`src/rtl/sha2_stream_pad_pkg.sv`:
```
// Shared definitions for the streaming SHA-2 message padder: FSM states,
// block geometry constants and mode helpers.
package sha2_pkg;

    localparam int         W          = 16;
    localparam int         LEN_HI_IDX = 14;
    localparam int         LEN_LO_IDX = 15;
    localparam logic [7:0] MARKER     = 8'h80;

    typedef enum logic [2:0] {
        DATA,
        PAD,
        ZERO,
        LEN_HI,
        LEN_LO
    } pad_state_t;

    // 384/512 use 1024-bit blocks; every other mode value behaves as 256.
    function automatic int block_size(input int mode);
        return (mode == 384 || mode == 512) ? 1024 : 512;
    endfunction

    function automatic int width_for_mode(input int mode);
        return block_size(mode) / W;
    endfunction

endpackage

```
`src/rtl/sha2_stream_pad_if.sv`:
```
// Word-stream bundle between message source, padder and SHA-2 block loader.
interface sha2_stream_pad_if
    import sha2_pkg::*;
#(
    parameter int WIDTH = 32
) ();
    localparam int BW = $clog2(WIDTH / 8 + 1);

    logic                 in_valid;
    logic                 in_ready;
    logic [WIDTH-1:0]     in_data;
    logic [BW-1:0]        in_bytes;
    logic                 in_last;
    logic                 out_valid;
    logic                 out_ready;
    logic [WIDTH-1:0]     out_data;
    logic [$clog2(W)-1:0] out_idx;
    logic                 out_msg_end;

    modport master (
        output in_valid, in_data, in_bytes, in_last, out_ready,
        input  in_ready, out_valid, out_data, out_idx, out_msg_end
    );

    modport slave (
        input  in_valid, in_data, in_bytes, in_last, out_ready,
        output in_ready, out_valid, out_data, out_idx, out_msg_end
    );

endinterface

```
`src/rtl/sha2_stream_pad_word.sv`:
```
// Masks the unused tail of the final message word and drops the 0x80 marker
// into the first free byte position (big-endian, byte 0 = MSB).
module sha2_pad_word
    import sha2_pkg::*;
#(
    parameter int WIDTH = 32
) (
    input  logic [WIDTH-1:0]                 i_data,
    input  logic [$clog2(WIDTH/8+1)-1:0]     i_bytes,
    output logic [WIDTH-1:0]                 o_word
);
    localparam int BPW = WIDTH / 8;

    always_comb begin
        // NOTE: default first so every path assigns o_word and no latch is inferred.
        o_word = '0;
        for (int k = 0; k < BPW; k++) begin
            if (k < int'(i_bytes)) begin
                o_word[WIDTH-1-8*k -: 8] = i_data[WIDTH-1-8*k -: 8];
            end else if (k == int'(i_bytes)) begin
                o_word[WIDTH-1-8*k -: 8] = MARKER;
            end
        end
    end

endmodule

```
`src/rtl/sha2_stream_pad.sv`:
```
// Streaming SHA-2 padder: passes message words, then emits marker, zero fill
// and the 2*WIDTH-bit big-endian bit length to complete the final block.
module sha2_stream_pad
    import sha2_pkg::*;
#(
    parameter int WIDTH = 32,
    parameter int MODE  = 256
) (
    input logic              clk,
    input logic              reset,
    sha2_stream_pad_if.slave bus
);
    localparam int         BPW          = WIDTH / 8;
    localparam int         BW           = $clog2(BPW + 1);
    localparam int         LEN_W        = 2 * WIDTH;
    localparam logic [3:0] FILL_END_IDX = 4'(LEN_HI_IDX - 1);

    // The datapath follows WIDTH; a MODE that disagrees with it changes nothing.
    if (block_size(MODE) != W * WIDTH) begin : g_mode_width_mismatch
    end

    pad_state_t       r_state;
    logic [LEN_W-4:0] r_nbytes;
    logic [3:0]       r_idx;
    logic             r_out_valid;
    logic [WIDTH-1:0] r_out_data;
    logic [3:0]       r_out_idx;
    logic             r_out_msg_end;

    logic             w_free;
    logic             w_emit;
    logic [WIDTH-1:0] w_pad_word;
    logic [WIDTH-1:0] w_marker_word;
    logic [LEN_W-1:0] w_len;

    sha2_pad_word #(.WIDTH(WIDTH)) u_pad_word (
        .i_data  (bus.in_data),
        .i_bytes (bus.in_bytes),
        .o_word  (w_pad_word)
    );

    assign w_free        = !r_out_valid || bus.out_ready;
    assign w_emit        = w_free && ((r_state != DATA) || bus.in_valid);
    assign w_marker_word = {MARKER, {(WIDTH-8){1'b0}}};
    assign w_len         = {r_nbytes, 3'b000};

    always_ff @(posedge clk) begin
        // NOTE: non-blocking assignments throughout clocked logic so every register
        // samples pre-edge values; later assignments in the same edge take priority.
        if (!reset) begin
            r_state       <= DATA;
            r_nbytes      <= '0;
            r_idx         <= '0;
            r_out_valid   <= 1'b0;
            r_out_data    <= '0;
            r_out_idx     <= '0;
            r_out_msg_end <= 1'b0;
        end else begin
            if (w_free) begin
                r_out_valid   <= w_emit;
                r_out_msg_end <= 1'b0;
            end
            if (w_emit) begin
                r_out_idx <= r_idx;
                r_idx     <= r_idx + 4'd1;
                case (r_state)
                    DATA: begin
                        r_out_data <= bus.in_last ? w_pad_word : bus.in_data;
                        r_nbytes   <= r_nbytes + (LEN_W-3)'(bus.in_bytes);
                        if (bus.in_last) begin
                            if (bus.in_bytes == BW'(BPW))
                                r_state <= PAD;
                            else
                                r_state <= (r_idx == FILL_END_IDX) ? LEN_HI : ZERO;
                        end
                    end
                    PAD: begin
                        r_out_data <= w_marker_word;
                        r_state    <= (r_idx == FILL_END_IDX) ? LEN_HI : ZERO;
                    end
                    ZERO: begin
                        r_out_data <= '0;
                        if (r_idx == FILL_END_IDX)
                            r_state <= LEN_HI;
                    end
                    LEN_HI: begin
                        r_out_data <= w_len[LEN_W-1:WIDTH];
                        r_state    <= LEN_LO;
                    end
                    LEN_LO: begin
                        r_out_data    <= w_len[WIDTH-1:0];
                        r_out_msg_end <= 1'b1;
                        r_nbytes      <= '0;
                        r_idx         <= '0;
                        r_state       <= DATA;
                    end
                    default: r_state <= DATA;
                endcase
            end
        end
    end

    assign bus.in_ready    = reset && (r_state == DATA) && w_free;
    assign bus.out_valid   = r_out_valid;
    assign bus.out_data    = r_out_data;
    assign bus.out_idx     = r_out_idx;
    assign bus.out_msg_end = r_out_msg_end;

endmodule

```
`src/flat_wrapper.sv`:
```
// flat-port wrapper written by rule: the top's interface ports become plain ports
module sha2_stream_pad_flat import sha2_pkg::*;
#(
    parameter int WIDTH = 32,
    parameter int MODE  = 256
)
  (clk, reset, bus_in_valid, bus_in_data, bus_in_bytes, bus_in_last, bus_out_ready, bus_in_ready, bus_out_valid, bus_out_data, bus_out_idx, bus_out_msg_end);
  sha2_stream_pad_if #(.WIDTH(WIDTH)) bus_i ();
  input logic clk;
  input logic reset;
  input wire logic [$bits(bus_i.in_valid)-1:0] bus_in_valid;
  input wire logic [$bits(bus_i.in_data)-1:0] bus_in_data;
  input wire logic [$bits(bus_i.in_bytes)-1:0] bus_in_bytes;
  input wire logic [$bits(bus_i.in_last)-1:0] bus_in_last;
  input wire logic [$bits(bus_i.out_ready)-1:0] bus_out_ready;
  output wire logic [$bits(bus_i.in_ready)-1:0] bus_in_ready;
  output wire logic [$bits(bus_i.out_valid)-1:0] bus_out_valid;
  output wire logic [$bits(bus_i.out_data)-1:0] bus_out_data;
  output wire logic [$bits(bus_i.out_idx)-1:0] bus_out_idx;
  output wire logic [$bits(bus_i.out_msg_end)-1:0] bus_out_msg_end;
  assign bus_i.in_valid = bus_in_valid;
  assign bus_i.in_data = bus_in_data;
  assign bus_i.in_bytes = bus_in_bytes;
  assign bus_i.in_last = bus_in_last;
  assign bus_i.out_ready = bus_out_ready;
  assign bus_in_ready = bus_i.in_ready;
  assign bus_out_valid = bus_i.out_valid;
  assign bus_out_data = bus_i.out_data;
  assign bus_out_idx = bus_i.out_idx;
  assign bus_out_msg_end = bus_i.out_msg_end;
  sha2_stream_pad #(.WIDTH(WIDTH), .MODE(MODE)) u_core (.clk(clk), .reset(reset), .bus(bus_i));
endmodule
```
`config.mk`:
```
export PLATFORM = sky130hd
export DESIGN_NAME = sha2_stream_pad_flat
export DESIGN_NICKNAME = d
export VERILOG_FILES = /design/src/rtl/sha2_stream_pad_pkg.sv /design/src/rtl/sha2_stream_pad_if.sv /design/src/rtl/sha2_stream_pad_word.sv /design/src/rtl/sha2_stream_pad.sv /design/src/flat_wrapper.sv
export SDC_FILE = /design/constraint.sdc
export NUM_CORES = 1
export LEC_CHECK = 0
export BUFFER_PORTS_ARGS = -buffer_cell sky130_fd_sc_hd__buf_4
export CAP_MARGIN = 15
export CORE_MARGIN = 4
export CORE_UTILIZATION = 28
export CTS_BUF_LIST = sky130_fd_sc_hd__clkbuf_4 sky130_fd_sc_hd__clkbuf_8
export DETAILED_ROUTE_END_ITERATION = 8
export SYNTH_ARGS = -nofsm -noshare
export SYNTH_HDL_FRONTEND = slang
export SYNTH_SLANG_ARGS = --single-unit
```
`constraint.sdc`:
```
create_clock -name clk -period 6.53 [get_ports clk]
set_clock_uncertainty 0.15 [all_clocks]
set_input_delay 1.6325 -clock clk [delete_from_list [all_inputs] [get_ports clk]]
set_output_delay 1.6325 -clock clk [all_outputs]
set_load 0.05 [all_outputs]
```
### After elaboration in Yosys (flattened, before gate mapping)

Cells that the tools add are included.

* output and inout port bits: 39
* input port bits: 40
* register bits after elaboration: 106
* logic and storage cells: 58

* muxes and demuxes: 20
* reduce and logical (&&, ||, !) cells: 14
* $lt $le $gt $ge: 4
* add/sub/neg operators: 2
* eq/ne operators: 11

Operators by type and width (count)
* case mux 32 bit (5 select lines): 1
* case mux 61 bit (2 select lines): 1
* two-way mux 8 bit: 8
* adder 61 x 3 -> 61 bit: 1
* two-way mux 32 bit: 1
* case mux 3 bit (4 select lines): 1
* two-way mux 3 bit: 3
* == test 3 x 2 -> 1 bit, second input constant: 2
* == test 3 bit, first input constant: 2
* == test 3 bit, second input constant: 2
* logical NOT 3 bit: 2
* less-than comparator 1 x 3 -> 1 bit, first input constant: 2
* less-than comparator 2 x 3 -> 1 bit, first input constant: 2
* nonzero test 5 bit: 1
* adder 4 x 1 -> 4 bit, second input constant: 1
* == test 4 bit, second input constant: 1
* two-way mux 1 bit: 4
* two-way mux 4 bit: 1
* AND reduction 2 bit: 2
* == test 2 x 3 -> 1 bit, first input constant: 1
* == test 3 x 1 -> 1 bit, second input constant: 1
* logical AND 1 bit: 3
* AND reduction 3 bit: 1
* nonzero test 3 bit: 1
* other kinds (5): 6

### Longest topological paths before layout

Gate-level depths: netlist of the first run.

* depth in word-level cells: 5
* depth in mapped cells: 9
* depth with buffers taken out: 7

### By module

Synthesis of the first run repeated with hierarchy kept, for this count alone.

* cell total of the unflattened synthesis: 760
* area total of the unflattened synthesis: 5984.5 µm²

By module, submodules not included
* sha2_stream_pad: sequential area each 2122.0 µm², instances 1, cells an instance 721, area an instance 5728.0 µm²
* sha2_pad_word: sequential area each 0.0 µm², instances 1, cells an instance 39, area an instance 256.5 µm²

### Worst setup path before layout of the first run

No wires, ideal clock.

* path kind: input to output
* from: in bus_out_ready
* to: out bus_in_ready
* slack: 1.446 ns
* data arrival time: 3.302 ns
* stages on the path: 3
* required time: 4.747 ns
* path through: nor2b_1 clkbuf_1 nor4_1

* longest elaborated chain between the ends: 2

RTL lines
* start: declaration: RTL line flat_wrapper.sv:15 `input wire logic [$bits(bus_i.out_ready)-1:0] bus_out_ready;`
* logical OR 1 bit: RTL line sha2_stream_pad.sv:42 `assign w_free = !r_out_valid || bus.out_ready;`
* logical AND 1 bit: RTL line sha2_stream_pad.sv:103 `assign bus.in_ready = reset && (r_state == DATA) && w_free;`
* end: declaration: RTL line flat_wrapper.sv:16 `output wire logic [$bits(bus_i.in_ready)-1:0] bus_in_ready;`

No other way between the ends.

### Worst setup path in the final report of the first run

* from: in reset
* to: out bus_in_ready

* longest elaborated chain between the ends: 2

RTL lines
* start: declaration: RTL line flat_wrapper.sv:10 `input logic reset;`
* logical AND 1 bit (2 in a row): RTL line sha2_stream_pad.sv:103

No other way between the ends.

==> run summary, run 1 <==
### Timing
• 0 — Max Slew Vio Count
• 0 ps — final total negative setup slack
• 1060 ps — Worst-Margin Slew
• no — RSZ-0062 raised after global routing
• 0 — number of setup violations in the final report
• 0 — number of hold-slack violations in the final timing report
• 69.1% — crit share post-route
• 4510 ps — Period minus WS final
• 222 MHz — maximum clock frequency
• 29.0% — worst slew margin relative to its limit

### Run
• 0 — max-cap violation count

### GRT
• 0 — final global-route overflow total
• 48 — pin count of the biggest net entering global routing
• 25400 um — first-pass GRT wire length
• 15.6% — global router's overall resource usage
• 4622 — vias in the first global route
• 0 — antenna violations before repair

### Power and ir drop
• 153 uV — Peak VDD IR
• 1.99 nW — leakage power
• 238 nW/um2 — power density relative to cell area

### Placement
• 11700 um — HPWL after DPL
• 5910 um2 — dpl cell area
• 0.857 — gpl congestion
• 78 — IO buf count

### Synthesis
• 620 — cell count after synthesis
• 0% — FFs w/ async S/R, synth
• 41.2% — fraction of the yosys area taken by sequential cells
• 3.40% — Post-Synth XOR/XNOR Area
• 8.31 um2 — Avg Inst Size Synth
• 0.777% — multiplexer share of the synthesized area
• simple AND/OR/NAND/NOR gates — main combinational cell family by area after synthesis
• 106 — count of state elements after synthesis
• 0 — warning count from the yosys run
• 0 — Post-synth EDFFs
• 5150 um2 — synthesized area
• 666 — net count of the mapped netlist
• 54 — Netlist cell types
• 25.0% — area share of and/or/nand/nor cells after synthesis
• 23.6% — area fraction in compound gates after synthesis
• dfxtp_1 — top_reg_cell synth
• 1.60% — adder and majority cell fraction of the synthesized area

### Layout
• 1924 — Filler Cells Inserted
• 17.2% — share of post-route cells with drive strength above 1
• 106 x dfxtp_1, 83 x buf_4, 70 x a21oi_1 — top library cells by usage in the layout, fill and taps aside
• dfxtp_1 — most common cell after layout, fill and taps aside
• 18.4% — Synth-to-Final Area Change
• 6100 um2 — post-route cell area
• 716 — final net count
• 2830 um2 — area taken by multi-input logic gates
• 0 — count of inserted antenna diode cells
• 2120 um2 — register cell area after layout

### Setup path
• 360 ps — CP max stage delay
• 2750 ps — worst reg2reg setup slack
• u_core.r_state[1] — worst reg2reg startpoint
• buffers and inverters — family with the most delay on the worst path
• buf_4 -> inv_2 -> nor4_1 -> buf_4 — series of cell instances along the critical path
• 5 — path depth of the worst reg2reg path
• input pin — CP startpoint kind
• 3 — Buf+Inv Stages, Crit Path
• 4750 ps — required arrival time at the worst endpoint
• in2out — worst setup path category
• u_core.r_nbytes[49] — capture point of the worst reg-to-reg path
• 2730 ps — arrival time at the worst endpoint
• primary output — kind of capture point of the worst setup path
• nor4_1 — critical path's slowest cell
• 37 — peak fanout along the critical path
• buf_4 — most frequent cell on the critical path

### Die
• 144 um — vertical extent of the die
• 79 — total I/O pin count
• 144 um — horizontal die dimension
• 49 — site row count
• 28.6% — Initial Util
• 20600 um2 — floorplan die area
• 18000 um2 — core region area

### Drt
• 7270 um — Routed met1 length
• met4 — highest routing layer actually used
• 1010 um — wire length on met3
• 7390 um — wire length on met2
• 17.8 um — wire length per cell after detailed routing
• 16000 um — detailed-route wire length
• 433 — 1st-iter DRT viols
• 5.53 — Via density
• 4992 — via count
• 5 — number of iterations in the first detailed-routing pass
• 0 — antenna viol nets, final
• 0 — Post-route DRC

### Clock tree
• 2 — maximum count of clock buffers along a single path
• 3 — H-Tree Level Count
• 0 — # resized after CTS
• clkbuf_8 — Clk Tree Root Cell
• 380 ps — clock insertion delay at the later pin of the skew report
• 100 ps — Clock Pin Slew Worst Setup and Hold Paths
• built — CTS tree
• 106 — number of clock sinks
• 0 — Post-CTS Setup Bufs
• 0 — hold buffer count at cts
• 9 — CTS buffer count

### Hold path
• reg2reg — Hold Crit Class
• u_core.bus.out_idx[3] — capture endpoint of the worst hold path
• u_core.bus.out_idx[3] — worst hold start
• 2 — hold-critical path depth

### Status
• complete, no violations — status

## synthesized netlist by cell type, drive strengths merged (5+ instances only)
library cell  instances  area, um2
nor3                 18       90.1
nand4                30        188
nand3                19       95.1
ha                    5       62.6
o21ai                30        150
or2                   5       31.3
a221oi                5       43.8
inv                  12       45.0
nor4                 11       75.1
or4                  19        146
dfxtp               106       2120
xor2                  9       78.8
a21oi                71        355
xnor2                11       96.3
nand2                41        154
buf                  12       63.8
nor2                 61        229
or3                  22        138
a211oi               20        150
clkbuf               32        120
o31ai                15        113
a222oi               25        250
## layout make-up
type                            instances  area share, %
Clock buffer                           10           2.26
Clock inverter                          5          0.903
Inverter                               12          0.739
Multi-Input combinational cell        458           46.4
Sequential cell                       106           34.8
Tap cell                              229           4.70
Timing Repair Buffer                   83           10.2
## registers in the layout (all words and copies together), names as in the netlist
signal,count
u_core.bus.out_msg_end,1
u_core.bus.out_valid,1
u_core.r_nbytes,61
u_core.bus.out_idx,4
u_core.r_state,3
u_core.r_idx,4
u_core.bus.out_data,32
## worst max-delay path by stage
| stage | from | end | slack, ps | depth (start not counted) |
|---|---|---|---|---|
| after floorplan | bus_out_ready | bus_in_ready | 1450 | 3 |
| after global placement | bus_in_bytes[2] | u_core.r_nbytes[49] | 1780 | 7 |
| after detailed placement | bus_in_bytes[2] | u_core.r_nbytes[49] | 1700 | 7 |
| after CTS | reset | bus_in_ready | 2010 | 4 |
| after global routing | bus_in_bytes[2] | u_core.r_nbytes[45] | 1800 | 7 |
| final | reset | bus_in_ready | 2020 | 4 |
## through the flow
step | power, mW | std cells | hold WS (ps) | setup WS (ps) | utilization [%]
global route | 1.52 | 903 | 347 | 1800 | 33.8
CTS | 1.46 | 903 | 315 | 2010 | 33.8
floorplan | 0.942 | 620 | 298 | 1450 | -
global placement | 1.05 | 888 | 295 | 1780 | 32.8
finish | 1.45 | 903 | 310 | 2020 | 33.8
detailed placement | 1.05 | 888 | 300 | 1700 | 32.8
## worst min-delay path: cells and delay by family (launching register included)
family,cells,cell delay (ps)
AO/OA/AOI/OAI,1,50
flip-flops,1,320
AND/OR/NAND/NOR,1,50
## routing by layer
layer / global-route usage (%) / vias up
li1: - / 2475
met1: 21.4 / 2358
met2: 24.6 / 134
met3: 2.83 / 25
met4: 5.55 / 0
met5: 0 / -
## power by group
group | leakage, nW | internal [mW] | switching, mW
registers | 0.863 | 0.681 | 0.0276
clock network | 0.0941 | 0.185 | 0.229
logic | 1.03 | 0.106 | 0.225
## logic make-up after synthesis
group / Yosys count
buffers and inverters: 56
XOR/XNOR: 20
AO/OA/AOI/OAI: 184
flip-flops: 106
adder cells (fa/ha/maj): 6
AND/OR/NAND/NOR: 244
multiplexers: 4
(Power assumes the default switching activity.)
==> inputs of run 2 (changes only) <==
==> constraint.sdc (replaced) <==
create_clock -name clk -period 4.5 [get_ports clk]
set_clock_uncertainty 0.15 [all_clocks]
set_input_delay 1.125 -clock clk [delete_from_list [all_inputs] [get_ports clk]]
set_output_delay 1.125 -clock clk [all_outputs]
set_load 0.05 [all_outputs]
==> run summary, run 2 (synthesized netlist as in run 1, its figures left out) <==
### Status
• complete, no violations — status, unchanged

### Setup path
• buf_4 -> nor2b_1 -> nor4_1 -> buf_4 — series of cell instances along the critical path, was buf_4 -> inv_2 -> nor4_1 -> buf_4
• 10 — peak fanout along the critical path, was 37
• 3220 ps — required arrival time at the worst endpoint, was 4750 ps
• u_core.r_state[1] — worst reg2reg startpoint, unchanged
• nor2b_1 — critical path's slowest cell, was nor4_1
• primary output — kind of capture point of the worst setup path, unchanged
• 5 — path depth of the worst reg2reg path, unchanged
• in2out — worst setup path category, unchanged
• 1180 ps — worst reg2reg setup slack, was 2750 ps
• 2 — Buf+Inv Stages, Crit Path, was 3
• input pin — CP startpoint kind, unchanged
• 2110 ps — arrival time at the worst endpoint, was 2730 ps
• buf_4 — most frequent cell on the critical path, unchanged
• u_core.r_nbytes[56] — capture point of the worst reg-to-reg path, was u_core.r_nbytes[49]
• simple AND/OR/NAND/NOR gates — family with the most delay on the worst path, was buffers and inverters
• 560 ps — CP max stage delay, was 360 ps

### Drt
• 7440 um — wire length on met2, was 7390 um
• 16000 um — detailed-route wire length, about the same
• 5.53 — Via density, about the same
• 5030 — via count, was 4992
• 17.6 um — wire length per cell after detailed routing, was 17.8 um
• met4 — highest routing layer actually used, unchanged
• 0 — antenna viol nets, final, unchanged
• 7010 um — Routed met1 length, was 7270 um
• 436 — 1st-iter DRT viols, was 433
• 0 — Post-route DRC, unchanged
• 6 — number of iterations in the first detailed-routing pass, was 5
• 1110 um — wire length on met3, was 1010 um

### Layout
• 18.2% — share of post-route cells with drive strength above 1, was 17.2%
• u_core.r_nbytes — Biggest register, unchanged
• 20.1% — Synth-to-Final Area Change, was 18.4%
• 722 — final net count, was 716
• 61 — max FFs per register, unchanged
• 910 — Finished Layout Cells, was 903
• 106 x dfxtp_1, 89 x buf_4, 70 x a21oi_1 — top library cells by usage in the layout, fill and taps aside, was 106 x dfxtp_1, 83 x buf_4, 70 x a21oi_1
• dfxtp_1 — most common cell after layout, fill and taps aside, unchanged
• 0 — count of inserted antenna diode cells, unchanged

### Clock tree
• 380 ps — clock insertion delay at the later pin of the skew report, about the same
• 3 — H-Tree Level Count, unchanged
• 9 — CTS buffer count, unchanged
• 100 ps — Clock Pin Slew Worst Setup and Hold Paths, about the same
• 0 — hold buffer count at cts, unchanged
• clkbuf_8 — Clk Tree Root Cell, unchanged
• 2 — maximum count of clock buffers along a single path, unchanged
• built — CTS tree, unchanged
• 0 — Post-CTS Setup Bufs, unchanged
• 106 — number of clock sinks, unchanged
• 0 — # resized after CTS, unchanged

### Placement
• 0.882 — gpl congestion, was 0.857
• 11800 um — HPWL after DPL, was 11700 um
• 894 — Inst Count DP, was 888
• 78 — IO buf count, unchanged

### Timing
• 0 — Max Slew Vio Count, unchanged
• 32.8% — worst slew margin relative to its limit, was 29.0%
• 0 — number of hold-slack violations in the final timing report, unchanged
• 3380 ps — Period minus WS final
• 0 ps — final total negative setup slack, unchanged
• 1000 ps — Worst-Margin Slew, was 1060 ps
• 75.2% — crit share post-route
• 296 MHz — maximum clock frequency
• 0 — number of setup violations in the final report, unchanged
• 316 ps — Post-Route Hold Slack, was 310 ps
• no — RSZ-0062 raised after global routing, unchanged

### Die
• 20600 um2 — floorplan die area, unchanged
• 49 — site row count, unchanged
• 144 um — horizontal die dimension, unchanged
• 79 — total I/O pin count, unchanged
• 144 um — vertical extent of the die, unchanged
• 28.6% — Initial Util, unchanged
• 18000 um2 — core region area, unchanged

### Run
• 0 — max-cap violation count, unchanged

### Power and ir drop
• 2.04 nW — leakage power, was 1.99 nW
• 354 nW/um2 — power density relative to cell area, was 238 nW/um2
• 224 uV — Peak VDD IR, was 153 uV

### Hold path
• 2 — hold-critical path depth, unchanged
• reg2reg — Hold Crit Class, unchanged
• u_core.bus.out_idx[2] — capture endpoint of the worst hold path, was u_core.bus.out_idx[3]
• u_core.bus.out_idx[2] — worst hold start, was u_core.bus.out_idx[3]

### GRT
• 25200 um — first-pass GRT wire length, was 25400 um
• 4660 — vias in the first global route, was 4622
• 0 — antenna violations before repair, unchanged
• 15.4% — global router's overall resource usage, was 15.6%
• 0 — final global-route overflow total, unchanged
• 37 — pin count of the biggest net entering global routing, was 48

## run 2: cell types whose count changed in the layout (fill, tap and decap cells not counted), moves of 2 or more
cell	delta
buf_4	+6
clkinv_2	-2
clkinv_4	+2
clkinvlp_4	-2
## run 2: final cells by class
type,instances,area [um2]
tap,229,287
sequential,106,2120
clock inverter,5,86.3
timing repair buffer,89,668
fill,1895,11800
multi-input combinational,458,2840
inverter,12,45.0
clock buffer,11,145
## run 2: metal layers
layer	global-route usage [%]	vias to the layer above
met3	2.20	25
li1	-	2487
met2	25.2	159
met1	20.6	2359
met5	0	-
met4	6.34	0
## run 2: how the worst max path moves through the flow
stage | startpoint | endpoint | slack, ps | depth (start not counted)
after global placement | bus_out_ready | u_core.r_nbytes[18] | 800 | 6
final | bus_out_ready | bus_in_ready | 1120 | 4
after detailed placement | bus_out_ready | u_core.r_nbytes[58] | 770 | 6
after global routing | bus_out_ready | u_core.r_nbytes[18] | 980 | 6
after floorplan | bus_out_ready | bus_in_ready | 430 | 3
after CTS | bus_out_ready | bus_in_ready | 1130 | 4
## run 2: metrics by stage
stage / setup slack (ps) / power, mW / instance area [um2] / util, %
finish: 1120 / 2.19 / 6190 / 34.3
global route: 978 / 2.29 / 6190 / 34.3
CTS: 1130 / 2.21 / 6190 / 34.3
detailed placement: 768 / 1.54 / 5960 / 33.0
global placement: 803 / 1.53 / 5960 / 33.0
floorplan: 431 / 1.37 / 5150 / -
## run 2: worst reg2reg max path: stages, from the launching register on
cell	delay, ps
dfxtp_1	460
or2_0	420
or3_1	700
or3_1	770
or4_1	620
a21oi_1	150
## run 2: where the power goes
part	switching, mW	leakage (nW)	total (mW)	internal, mW
combinational	0.328	1.06	0.486	0.158
sequential	0.0370	0.863	1.02	0.988
clock	0.342	0.118	0.681	0.339
